$ cat config.mk
export PLATFORM = sky130hd
export DESIGN_NAME = flb_band_cal_ctrl
export DESIGN_NICKNAME = d
export VERILOG_FILES = /design/src/rtl/flb_band_cal_ctrl.sv
export SDC_FILE = /design/constraint.sdc
export NUM_CORES = 1
export LEC_CHECK = 0
export CORE_MARGIN = 3
export CORE_UTILIZATION = 61
export CTS_BUF_LIST = sky130_fd_sc_hd__clkbuf_4 sky130_fd_sc_hd__clkbuf_8
export CTS_CLUSTER_DIAMETER = 40
export DETAILED_ROUTE_END_ITERATION = 10
export PLACE_DENSITY = 0.84
export SLEW_MARGIN = 20
export SYNTH_ARGS = -nofsm -noshare
export SYNTH_HDL_FRONTEND = slang
export SYNTH_SLANG_ARGS = --single-unit
export TNS_END_PERCENT = 1
$ cat constraint.sdc
create_clock -name ref_clk -period 2.7 [get_ports ref_clk]
set_input_delay 0.54 -clock ref_clk [delete_from_list [all_inputs] [get_ports ref_clk]]
set_output_delay 0.54 -clock ref_clk [all_outputs]
set_load 0.02 [all_outputs]
$ cat src/rtl/flb_band_cal_ctrl.sv
// Band-calibration sequencer for the FLB.
// An 8-step SAR search picks the coarse band word by trying each bit, waiting
// for the loop to settle and averaging dlf_out. After calibration it can
// track by nudging band +/-1 while dlf_out stays near a rail. It also holds
// sdm_on low while a search is running.
module flb_band_cal_ctrl #(
  parameter int unsigned AVG_LOG2    = 2,
  parameter logic [7:0]  BAND_RST    = 8'd128,
  parameter logic [15:0] TRK_HI      = 16'hC000,
  parameter logic [15:0] TRK_LO      = 16'h4000,
  parameter int unsigned TRK_PERSIST = 8
) (
  input  logic        ref_clk,
  input  logic        rst_n,
  input  logic        cal_start,
  input  logic        cal_abort,
  input  logic        trk_en,
  input  logic        sdm_on_req,
  input  logic [7:0]  settle_cyc,
  input  logic [15:0] dlf_out,
  output logic [7:0]  band,
  output logic        sdm_on,
  output logic        cal_busy,
  output logic        cal_done,
  output logic        cal_fail,
  output logic [1:0]  trk_step
);

  localparam int unsigned SUM_W    = 16 + AVG_LOG2;
  localparam logic [7:0]  MEAS_LEN = 8'(1 << AVG_LOG2);
  localparam logic [7:0]  PERSIST  = 8'(TRK_PERSIST);

  typedef enum logic [2:0] {
    S_IDLE, S_SET, S_SETTLE, S_MEAS, S_DECIDE, S_DONE, S_FAIL
  } state_e;

  state_e           state_q;
  logic [2:0]       k_q;          // bit currently under trial
  logic [7:0]       result_q;     // bits decided so far
  logic [SUM_W-1:0] sum_q;        // dlf_out accumulator for one step
  logic [7:0]       cnt_q;        // shared settle / measure down-counter
  logic [7:0]       trk_cnt_q;    // tracking persistence counter
  logic             trk_up_q;     // direction of the current persistence run
  logic [7:0]       band_q;
  logic             sdm_on_q;
  logic             cal_busy_q;
  logic             cal_done_q;
  logic             cal_fail_q;
  logic [1:0]       trk_step_q;

  logic [15:0] mean;
  logic        keep;
  logic [7:0]  result_nxt;
  logic        rail;
  logic        out_win;
  logic        start_ok;
  logic        busy_nxt;
  logic        up;
  logic        dn;
  logic [7:0]  trk_cnt_inc;

  // Step decision, start qualification, next busy level and tracking direction.
  always_comb begin
    // NOTE: every signal here is assigned on every path, so no latch is inferred.
    mean        = sum_q[SUM_W-1:AVG_LOG2];
    keep        = (mean >= 16'h8000);
    result_nxt  = result_q | ({7'd0, keep} << k_q);
    rail        = (result_nxt == 8'h00) || (result_nxt == 8'hFF);
    out_win     = (mean < TRK_LO) || (mean > TRK_HI);
    start_ok    = cal_start && (state_q inside {S_IDLE, S_DONE, S_FAIL});
    busy_nxt    = !cal_abort &&
                  (start_ok ||
                   (state_q inside {S_SET, S_SETTLE, S_MEAS}) ||
                   (state_q == S_DECIDE && k_q != 3'd0));
    up          = (dlf_out > TRK_HI);
    dn          = !up && (dlf_out < TRK_LO);
    trk_cnt_inc = (trk_cnt_q != 8'd0 && trk_up_q == up) ? trk_cnt_q + 8'd1 : 8'd1;
  end

  // Sequencer: SAR search, post-cal tracking and all registered outputs.
  always_ff @(posedge ref_clk or negedge rst_n) begin
    if (!rst_n) begin
      state_q    <= S_IDLE;
      k_q        <= 3'd7;
      result_q   <= 8'd0;
      sum_q      <= '0;
      cnt_q      <= 8'd0;
      trk_cnt_q  <= 8'd0;
      trk_up_q   <= 1'b0;
      band_q     <= BAND_RST;
      sdm_on_q   <= 1'b0;
      cal_busy_q <= 1'b0;
      cal_done_q <= 1'b0;
      cal_fail_q <= 1'b0;
      trk_step_q <= 2'b00;
    end else begin
      // NOTE: non-blocking assignments, so every branch sees the pre-edge values.
      trk_step_q <= 2'b00;
      cal_busy_q <= busy_nxt;
      sdm_on_q   <= sdm_on_req & ~busy_nxt;
      if (cal_abort) begin
        state_q    <= S_IDLE;
        cal_done_q <= 1'b0;
        cal_fail_q <= 1'b0;
        sum_q      <= '0;
        trk_cnt_q  <= 8'd0;
      end else if (start_ok) begin
        state_q    <= S_SET;
        k_q        <= 3'd7;
        result_q   <= 8'd0;
        cal_done_q <= 1'b0;
        cal_fail_q <= 1'b0;
        trk_cnt_q  <= 8'd0;
      end else begin
        case (state_q)
          S_SET: begin
            band_q  <= result_q | (8'd1 << k_q);
            sum_q   <= '0;
            cnt_q   <= (settle_cyc == 8'd0) ? 8'd1 : settle_cyc;
            state_q <= S_SETTLE;
          end
          S_SETTLE: begin
            if (cnt_q <= 8'd1) begin
              cnt_q   <= MEAS_LEN;
              state_q <= S_MEAS;
            end else begin
              cnt_q <= cnt_q - 8'd1;
            end
          end
          S_MEAS: begin
            sum_q <= sum_q + SUM_W'(dlf_out);
            if (cnt_q <= 8'd1) begin
              state_q <= S_DECIDE;
            end else begin
              cnt_q <= cnt_q - 8'd1;
            end
          end
          S_DECIDE: begin
            result_q <= result_nxt;
            if (k_q == 3'd0) begin
              band_q <= result_nxt;
              if (rail && out_win) begin
                state_q    <= S_FAIL;
                cal_fail_q <= 1'b1;
              end else begin
                state_q    <= S_DONE;
                cal_done_q <= 1'b1;
              end
            end else begin
              k_q     <= k_q - 3'd1;
              state_q <= S_SET;
            end
          end
          S_DONE: begin
            if (!trk_en || !(up || dn)) begin
              trk_cnt_q <= 8'd0;
            end else begin
              trk_up_q <= up;
              if (trk_cnt_inc == PERSIST) begin
                trk_cnt_q <= 8'd0;
                if (up && band_q != 8'hFF) begin
                  band_q     <= band_q + 8'd1;
                  trk_step_q <= 2'b01;
                end else if (dn && band_q != 8'h00) begin
                  band_q     <= band_q - 8'd1;
                  trk_step_q <= 2'b10;
                end
              end else begin
                trk_cnt_q <= trk_cnt_inc;
              end
            end
          end
          default: ;
        endcase
      end
    end
  end

  assign band     = band_q;
  assign sdm_on   = sdm_on_q;
  assign cal_busy = cal_busy_q;
  assign cal_done = cal_done_q;
  assign cal_fail = cal_fail_q;
  assign trk_step = trk_step_q;

endmodule

Word-level counts from Yosys, hierarchy flattened. Cells that the tools add are included.

$lt $le $gt $ge: 6. Bitwise operators: 7. Multipliers: 0. Equal/unequal tests: 20. Shifts and indexed selects: 2. Reductions and logical operators: 44. Mux-type cells: 48. Add/subtract/negate cells: 6. Divide/modulo/power cells: 0.

Operator list (number): 8-bit two-way mux (16); 8-bit case mux with 3 select lines (2); 18-bit two-way mux (2); 18-bit case mux with 2 select lines (1); 16-bit greater-than comparator (second input constant) (2); 16-bit by 15-bit less-than comparator with 1-bit output (second input constant) (2); 3-bit nonzero test (9); 3-bit two-way mux (8); 18-bit by 16-bit adder with 18-bit output (1); 8-bit by 1-bit adder with 8-bit output (second input constant) (2); 16-bit >= comparator (second input constant) (1); 8-bit zero test (2); 2-bit two-way mux (8); 8-bit OR (2); 8-bit nonzero test (2); 8-bit by 1-bit subtractor with 8-bit output (second input constant) (2); 3-bit case mux with 4 select lines (1); 3-bit AND reduction (4); 1-bit two-way mux (10); 3-bit equality test (second input constant) (3); 8-bit by 4-bit equality test with 1-bit output (second input constant) (1); 8-bit equality test (second input constant) (1); 8-bit by 1-bit <= comparator with 1-bit output (second input constant) (1); 1-bit logical AND (8); other kinds (22) (42).

Bits in registers: 63. Memories: 0. Memory bits (read-only): 0. Word-level logic and storage cells: 146. Input port bits: 30. Bits in writable memories: 0. Bits in latches: 0.

Longest topological paths before layout. Gate-level depths: netlist (run 1).

Depth after elaboration: 11. Depth in mapped cells: 11. Gate-level depth less buffers: 11.

Least setup slack after synthesis (run 1). OpenSTA, ideal clock, no wires.

Kind: in2reg. From: in dlf_out[5]. To: reg band_q[7], in the netlist band[7]. Buffers on the path: 0. Data required time: 2.638 ns. Arrival time: 2.765 ns. Library setup time: 0.062 ns. Stages on the path: 10. Setup slack: -0.127 ns. Cells stage by stage: nor4_1 > nand4_1 > or2b_2 > ha_1 > a21o_1 > a41oi_1 > nand3_1 > and3_1 > o41ai_1 > a221o_1.

Longest elaborated chain between the ends: 8. Elaborated cells between the ends (all ways): 21. Those cells by class: order compare: 2; eq/ne: 5; mux: 5; reduce/logical: 9.

Ends and longest elaborated chain: start, declared (line 20) `input logic [15:0] dlf_out,`; branches (longest 8 deep; another with 16-bit greater-than comparator); end signal, assigned (line 141) `band_q <= result_nxt;`; end signal, assigned (line 162) `band_q <= band_q + 8'd1;`; end signal, assigned (line 165) `band_q <= band_q - 8'd1;`; end, declared (line 44) `logic [7:0] band_q;`.

Several ways; the timed one is not identified. The select of a mux whose other input is x is not followed. A chain may end at the register's enable or synchronous reset.

Worst setup path in the final report (run 1).
From: in dlf_out[1]. To: reg band_q[7], in the netlist band[7].

Same word-level chain as after synthesis.

==> impl_summary.log, run 1 <==
INFO  metric status = finished, violations left
INFO  metric failed_checks = negative setup slack
INFO  metric largest_net_degree_at_the_start_of_global_routing = 34
INFO  metric wl_per_cell = 18.1 um
INFO  metric worst_pin_slew = 827 ps
INFO  metric floorplan.initialDensity = 64.2%
INFO  metric clock_tree.htree_level_count = 3
INFO  metric setup_total_negative_slack = -15.9 ps
INFO  metric multi_input_comb_area = 3410 um^2
INFO  metric critPathLaunchType = input pin
INFO  metric cts-buffers-inserted = 9
INFO  metric clock_skew_after_layout = 8.72 ps
INFO  metric ir_worst_vdd = 0.372 mV
INFO  metric async_set_or_reset_register_ratio_after_synthesis = 100%
INFO  metric crit_arrival = 3000 ps
INFO  metric via_count_normalized_by_instance_count = 6.50
INFO  metric clkSlewWorstSetupHoldPaths = 80 ps
INFO  metric syn-cell-area = 5060 um^2
INFO  metric synth-compound-area-share = 27.7%
INFO  metric final_min_period_over_clock_period = 101%
INFO  metric synth.mux.area_fraction = 4.62%
INFO  metric die_area = 9430 um^2
INFO  metric crit_path_cell_trace = clkdlybuf4s50_1 > nor2_2 > nand4_1 > or2b_4 > ha_1 > a41oi_2 > nand3_2 > and3_4 > o211a_1 > a221o_1
INFO  metric layout_nets = 757
INFO  metric timing.critical_path.to_type = register
INFO  metric synth_edf_count = 0
INFO  metric number_of_warning_messages_in_the_yosys_log = 0
INFO  metric cap_violations = 0
INFO  metric dp.final_hpwl = 10500 um
INFO  metric numClockSinks = 63
INFO  metric wire_length_of_the_first_global_routing_pass = 23800 um
INFO  metric critical_path.startpoint = dlf_out[1]
INFO  metric postSynthAreaPerCell = 8.51 um^2
INFO  metric setup.worst_path.class = in -> reg
INFO  metric worstReg2RegStart = band[7]
INFO  metric grt_setup_unrepaired = true
INFO  metric gp_congestion = 0.920
INFO  metric cts.path.max_buffers = 2
INFO  metric fillers = 501
INFO  metric tritoncts_clock_tree = built
INFO  metric combined_flip_flop_and_latch_cell_area = 1580 um^2
INFO  metric detail_route.iter0.violations = 366
INFO  metric finalWorstPathRequiredPeriod = 2720 ps
INFO  metric flow.area_growth_from_synthesis = 25.1%
INFO  metric drive_gt1_share = 20.3%
INFO  metric core_area = 7890 um^2
INFO  metric routed-via-count = 5209
INFO  metric synth_adder_area_share = 8.45%
INFO  metric critical-path-slowest-cell = clkdlybuf4s50_1
INFO  metric grt_pass1_vias = 5039
INFO  metric combinational_family_with_the_most_area_after_synthesis = compound AO/OA/AOI/OAI gates
INFO  metric height_of_the_chip = 97.1 um
INFO  metric layout_common_cells = buf_4 (70), dfrtp_1 (59), nor2_1 (48), a21oi_1 (48), nand2_1 (42)
INFO  metric report.final.slew_viol_count = 0
INFO  metric post_dp_cell_area = 6050 um^2
INFO  metric ys_types = 83
INFO  metric count_of_inserted_antenna_diode_cells = 0
INFO  metric post-route-drc-count = 0
INFO  metric synth_sequential_area_ratio = 31.2%
INFO  metric placementRows = 32
INFO  metric horizontal_extent_of_the_die = 97.1 um
INFO  metric globalRouteTotalUtil = 30.2%
INFO  metric num_io_pins = 44
INFO  metric portBuffers = 43
INFO  metric critical_path.max_fanout = 6
INFO  metric cellPowerDensity = 432 nW/um^2
INFO  metric antenna_violations_before_repair = 0
INFO  metric hold_path_class = in -> async
INFO  metric max_stage_delay = 490 ps
INFO  metric mostFrequentLayoutCell = buf_4
INFO  metric hold_violation_total_from_the_final_report = 0
INFO  metric grt-ovfl-total = 0
INFO  metric setup_viol = 1
INFO  metric antenna_violating_nets_post_route = 0
INFO  metric synthCells = 595
INFO  metric post_synth_xor_area_fraction = 1.90%
INFO  metric p_leak = 2.89 nW
INFO  metric synth.net_count = 658
INFO  metric synth-main-ff-cell = dfrtp_1
INFO  metric fin_area = 6330 um^2
INFO  metric report.power.total = 2.73 mW
INFO  metric final.hold.worst_slack = 261 ps
INFO  metric postRouteWirelength = 14500 um
INFO  metric detail_route.first_pass.iterations = 5
INFO  metric final.setup.worst_slack = -15.9 ps
INFO  metric finish.utilization = 80.3%
INFO  metric clock_tree.root_cell = clkbuf_8
INFO  metric yosys_reg_bits = 63
INFO  metric clock_insertion_delay_worst_skew = 350 ps
INFO  metric fmax = 368 MHz
INFO  metric required = 2980 ps
INFO  metric timing.slew.headroom = 44.8%
INFO  metric synthSimpleGateAreaFrac = 22.1%
## sequential cells by signal, summed over array words and instances, names as in the netlist, 2 cells and up
| register | flops |
|---|---|
| state_q | 3 |
| cnt_q | 8 |
| trk_cnt_q | 8 |
| k_q | 3 |
| sum_q | 18 |
| band | 8 |
| trk_step | 2 |
| result_q | 8 |
## through the flow
step	worst slack [ps]	instances
after floorplan	34.5	595
after global placement	-589	781
after detailed placement	-717	781
after CTS	-14.0	799
after global routing	-107	801
final	-15.9	801
## synth_stat cells, types with 14 or more instances
| cell type | count | share of area (%) |
|---|---|---|
| nor2b_1 | 17 | 2.1 |
| nor2_1 | 49 | 3.6 |
| nand2_1 | 42 | 3.1 |
| nor3_1 | 20 | 2.0 |
| mux2i_1 | 14 | 2.8 |
| nand3_1 | 17 | 1.7 |
| inv_1 | 20 | 1.5 |
| clkbuf_1 | 18 | 1.3 |
| dfrtp_1 | 59 | 29 |
| ha_1 | 31 | 7.7 |
| a21oi_1 | 50 | 4.9 |
| o21ai_0 | 42 | 4.2 |
## critical path, delay by kind of cell
kind | cells | cell delay, ps
AND/OR/NAND/NOR | 5 | 890
AO/OA/AOI/OAI | 3 | 750
buffers and inverters | 1 | 490
adder cells (fa/ha/maj) | 1 | 330
## what timing repair did
item	4_1_cts	5_1_grt
pin swaps	10	13
endpoints found under the hold margin	0	0
setup endpoints to repair	12	8
gates resized for setup	22	27
hold buffers	0	0
setup buffers	2	2
## layout make-up
class | count | area share, %
Clock inverter | 4 | 0.711
Multi-Input combinational cell | 485 | 53.8
Timing Repair Buffer | 114 | 14.8
Clock buffer | 12 | 2.41
Tap cell | 102 | 2.02
Sequential cell | 63 | 25.0
Inverter | 21 | 1.24
## power breakdown
group	total (mW)	internal [mW]	switching (mW)
Combinational	0.774	0.368	0.406
Clock	0.861	0.468	0.392
Sequential	1.10	1.02	0.0817
Total	2.73	1.85	0.880
## metal layers
| layer | track usage (%) | wire length [um] |
|---|---|---|
| met3 | 4.59 | 950 |
| met4 | 11.9 | 354 |
| met5 | 0 | 0 |
| met1 | 38.9 | 5910 |
| met2 | 51.1 | 7250 |
## logic make-up (layout without fill, tap and decap cells)
logic type | count (synthesis) | after routing
flops | 63 | 63
xor+xnor | 11 | 11
compound gates | 205 | 205
fa+ha+maj | 33 | 33
mux | 21 | 21
buf+inv | 47 | 151
simple gates | 215 | 215
## worst paths after layout
path,end,slack [ps],cells after the start
max in group asynchronous,k_q[2],1730,2
hold / removal,band[3],260,1
hold reg to reg,sum_q[0],510,1
setup reg to reg,band[7],50,10
setup / recovery,band[7],-20,10
min in group ref_clk,sum_q[0],510,1
Note: power is estimated with default switching activity, not from simulation.
==> run 2: changes to the inputs <==
--- a/config.mk
+++ b/config.mk
@@ -8,7 +8,7 @@
 export CORE_MARGIN = 3
 export CORE_UTILIZATION = 61
 export CTS_BUF_LIST = sky130_fd_sc_hd__clkbuf_4 sky130_fd_sc_hd__clkbuf_8
-export CTS_CLUSTER_DIAMETER = 40
+export CTS_CLUSTER_DIAMETER = 120
 export DETAILED_ROUTE_END_ITERATION = 10
 export PLACE_DENSITY = 0.84
 export SLEW_MARGIN = 20
==> results of run 2 <==
Final layout, timing and power as in run 1 (identical DEF).
==> run 3: changes to the inputs <==
--- a/config.mk
+++ b/config.mk
@@ -5,7 +5,7 @@
 export SDC_FILE = /design/constraint.sdc
 export NUM_CORES = 1
 export LEC_CHECK = 0
-export CORE_MARGIN = 3
+export CORE_MARGIN = 5
 export CORE_UTILIZATION = 61
 export CTS_BUF_LIST = sky130_fd_sc_hd__clkbuf_4 sky130_fd_sc_hd__clkbuf_8
 export CTS_CLUSTER_DIAMETER = 120
==> impl_summary.log, run 3 (synthesis results as in run 1) <==
INFO  metric status = finished clean (was finished, violations left)
INFO  metric clock_skew_after_layout = 8.54 ps (was 8.72 ps)
INFO  metric worstReg2RegStart = band[7] (unchanged)
INFO  metric r2r_setup_slack = 120 ps (was 50 ps)
INFO  metric worst_pin_slew = 691 ps (was 827 ps)
INFO  metric largest_reg_flops = 18 (unchanged)
INFO  metric clkSlewWorstSetupHoldPaths = 70 ps (was 80 ps)
INFO  metric count_of_inserted_antenna_diode_cells = 0 (unchanged)
INFO  metric clock_insertion_delay_worst_skew = 350 ps (about the same)
INFO  metric die_area = 10200 um^2 (was 9430 um^2)
INFO  metric via_count_normalized_by_instance_count = 6.41 (was 6.50)
INFO  metric flow.area_growth_from_synthesis = 26.2% (was 25.1%)
INFO  metric required = 2970 ps (was 2980 ps)
INFO  metric mostFrequentLayoutCell = buf_4 (unchanged)
INFO  metric grt-ovfl-total = 0 (unchanged)
INFO  metric cap_violations = 0 (unchanged)
INFO  metric height_of_the_chip = 101 um (was 97.1 um)
INFO  metric largest_net_degree_at_the_start_of_global_routing = 41 (was 34)
INFO  metric sw_frac_of_total = 32.7% (was 32.2%)
INFO  metric cellPowerDensity = 411 nW/um^2 (was 432 nW/um^2)
INFO  metric switching_power = 859 uW (was 880 uW)
INFO  metric fmax = 380 MHz (was 368 MHz)
INFO  metric clock_tree.htree_level_count = 3 (unchanged)
INFO  metric setup_total_negative_slack = 0 ps (was -15.9 ps)
INFO  metric final_min_period_over_clock_period = 97.4% (was 101%)
INFO  metric layout_nets = 764 (was 757)
INFO  metric pwr-share-comb = 28.0% (was 28.3%)
INFO  metric ff2ff_path_depth = 10 (unchanged)
INFO  metric portBuffers = 43 (unchanged)
INFO  metric report.power.total = 2.63 mW (was 2.73 mW)
INFO  metric clock_power_share = 30.2% (was 31.5%)
INFO  metric cell_internal_power_dissipation = 1.77 mW (was 1.85 mW)
INFO  metric post_dp_cell_area = 6140 um^2 (was 6050 um^2)
INFO  metric numClockSinks = 63 (unchanged)
INFO  metric tritoncts_clock_tree = built (unchanged)
INFO  metric worstReg2RegEnd = band[7] (unchanged)
INFO  metric hold_path_class = in -> async (unchanged)
INFO  metric wire_length_of_the_first_global_routing_pass = 24200 um (was 23800 um)
INFO  metric ir_worst_vdd = 0.403 mV (was 0.372 mV)
INFO  metric cts-buffers-inserted = 9 (unchanged)
INFO  metric cts.path.max_buffers = 2 (unchanged)
INFO  metric timing.slew.headroom = 53.6% (was 44.8%)
INFO  metric layout_common_cells = buf_4 (76), dfrtp_1 (59), nor2_1 (49), a21oi_1 (49), nand2_1 (42) (was buf_4 (70), dfrtp_1 (59), nor2_1 (48), a21oi_1 (48), nand2_1 (42))
INFO  metric floorplan.initialDensity = 62.3% (was 64.2%)
INFO  metric globalRouteTotalUtil = 29.3% (was 30.2%)
INFO  metric post-route-drc-count = 0 (unchanged)
INFO  metric final.hold.worst_slack = 181 ps (was 261 ps)
INFO  metric dp.final_hpwl = 10700 um (was 10500 um)
INFO  metric report.final.slew_viol_count = 0 (unchanged)
INFO  metric crit_arrival = 2900 ps (was 3000 ps)
INFO  metric core_area = 8130 um^2 (was 7890 um^2)
INFO  metric timing.critical_path.to_type = register (unchanged)
INFO  metric horizontal_extent_of_the_die = 101 um (was 97.1 um)
INFO  metric postRouteWirelength = 14500 um (about the same)
INFO  metric grt_setup_unrepaired = true (unchanged)
INFO  metric fin_area = 6390 um^2 (was 6330 um^2)
INFO  metric setup.worst_path.class = in -> reg (unchanged)
INFO  metric clock_tree.root_cell = clkbuf_8 (unchanged)
INFO  metric registers.top_by_ff_count = sum_q (unchanged)
INFO  metric critPathLaunchType = input pin (unchanged)
INFO  metric wl_per_cell = 17.9 um (was 18.1 um)
INFO  metric cts.hold.buffers_added = 0 (unchanged)
INFO  metric hold_violation_total_from_the_final_report = 0 (unchanged)
INFO  metric critical_path.max_fanout = 6 (unchanged)
INFO  metric grt_pass1_vias = 5095 (was 5039)
INFO  metric detail_route.iter0.violations = 360 (was 366)
INFO  metric antenna_violations_before_repair = 0 (unchanged)
INFO  metric placementRows = 33 (was 32)
INFO  metric detail_route.first_pass.iterations = 5 (unchanged)
INFO  metric finalWorstPathRequiredPeriod = 2630 ps (was 2720 ps)
INFO  metric drive_gt1_share = 20.3% (about the same)
INFO  metric gp_congestion = 0.916 (was 0.920)
INFO  metric setup_viol = 0 (was 1)
INFO  metric p_leak = 2.92 nW (was 2.89 nW)
INFO  metric num_io_pins = 44 (unchanged)
INFO  metric antenna_violating_nets_post_route = 0 (unchanged)
INFO  metric seq_power_share = 41.7% (was 40.2%)
INFO  metric routed-via-count = 5195 (was 5209)
==> run 3: what timing repair did <==
action / in CTS / in global routing
pin swaps: 10 / 8
setup buffers: 1 / 0
setup endpoints to repair: 10 / 6
resized for setup: 21 / 12
==> run 3: critical path: stages <==
cell and delay [ps]:
dlygate4sd2_1 270, nor4_4 300, nand4_1 150, or2b_4 290, ha_4 210, a21o_1 180
a41oi_2 180, nand3_2 150, and3_4 180, o211a_1 200, a221o_1 260
==> run 3: how the worst max path moves through the flow <==
stage	from	to	slack [ps]	cells after the start
final	dlf_out[4]	band[7]	70	11
after global routing	dlf_out[10]	band[7]	-50	11
after CTS	dlf_out[12]	band[7]	2	11
after detailed placement	dlf_out[9]	band[7]	-720	11
after global placement	dlf_out[9]	band[7]	-600	11
after floorplan	dlf_out[5]	band[7]	30	10
==> run 3: metal layers <==
| layer | GRT usage [%] | vias to the layer above | routed length [um] |
|---|---|---|---|
| met3 | 5.12 | 38 | 965 |
| met5 | 0 | - | 0 |
| met4 | 10.7 | 0 | 313 |
| met2 | 48.9 | 217 | 7180 |
| met1 | 38.0 | 2491 | 6040 |
| li1 | - | 2449 | - |
==> run 3: final cells by class <==
type                       count  area (um^2)
fill                         551         1740
timing repair buffer         121         1020
inverter                      21         78.8
clock inverter                 3         17.5
sequential                    63         1580
tap                          105          131
clock buffer                  13          166
multi-input combinational    485         3390
==> run 3: power by group through the flow <==
stage                     Clock [mW]  Sequential (mW)  Combinational (mW)
after floorplan                    0             1.11               0.393
final                          0.794             1.10               0.737
after CTS                      0.804             1.09               0.722
after detailed placement           0             1.11               0.712
after global routing           0.850             1.11               0.808
after global placement             0             1.10               0.689
==> run 3: stage by stage <==
stage / utilization, % / worst slack [ps] / std cells
after floorplan: - / 34.5 / 595
after global placement: 75.5 / -600 / 794
after global routing: 78.6 / -51.9 / 811
final: 78.6 / 70.0 / 811
after detailed placement: 75.5 / -717 / 794
after CTS: 78.1 / 1.59 / 811
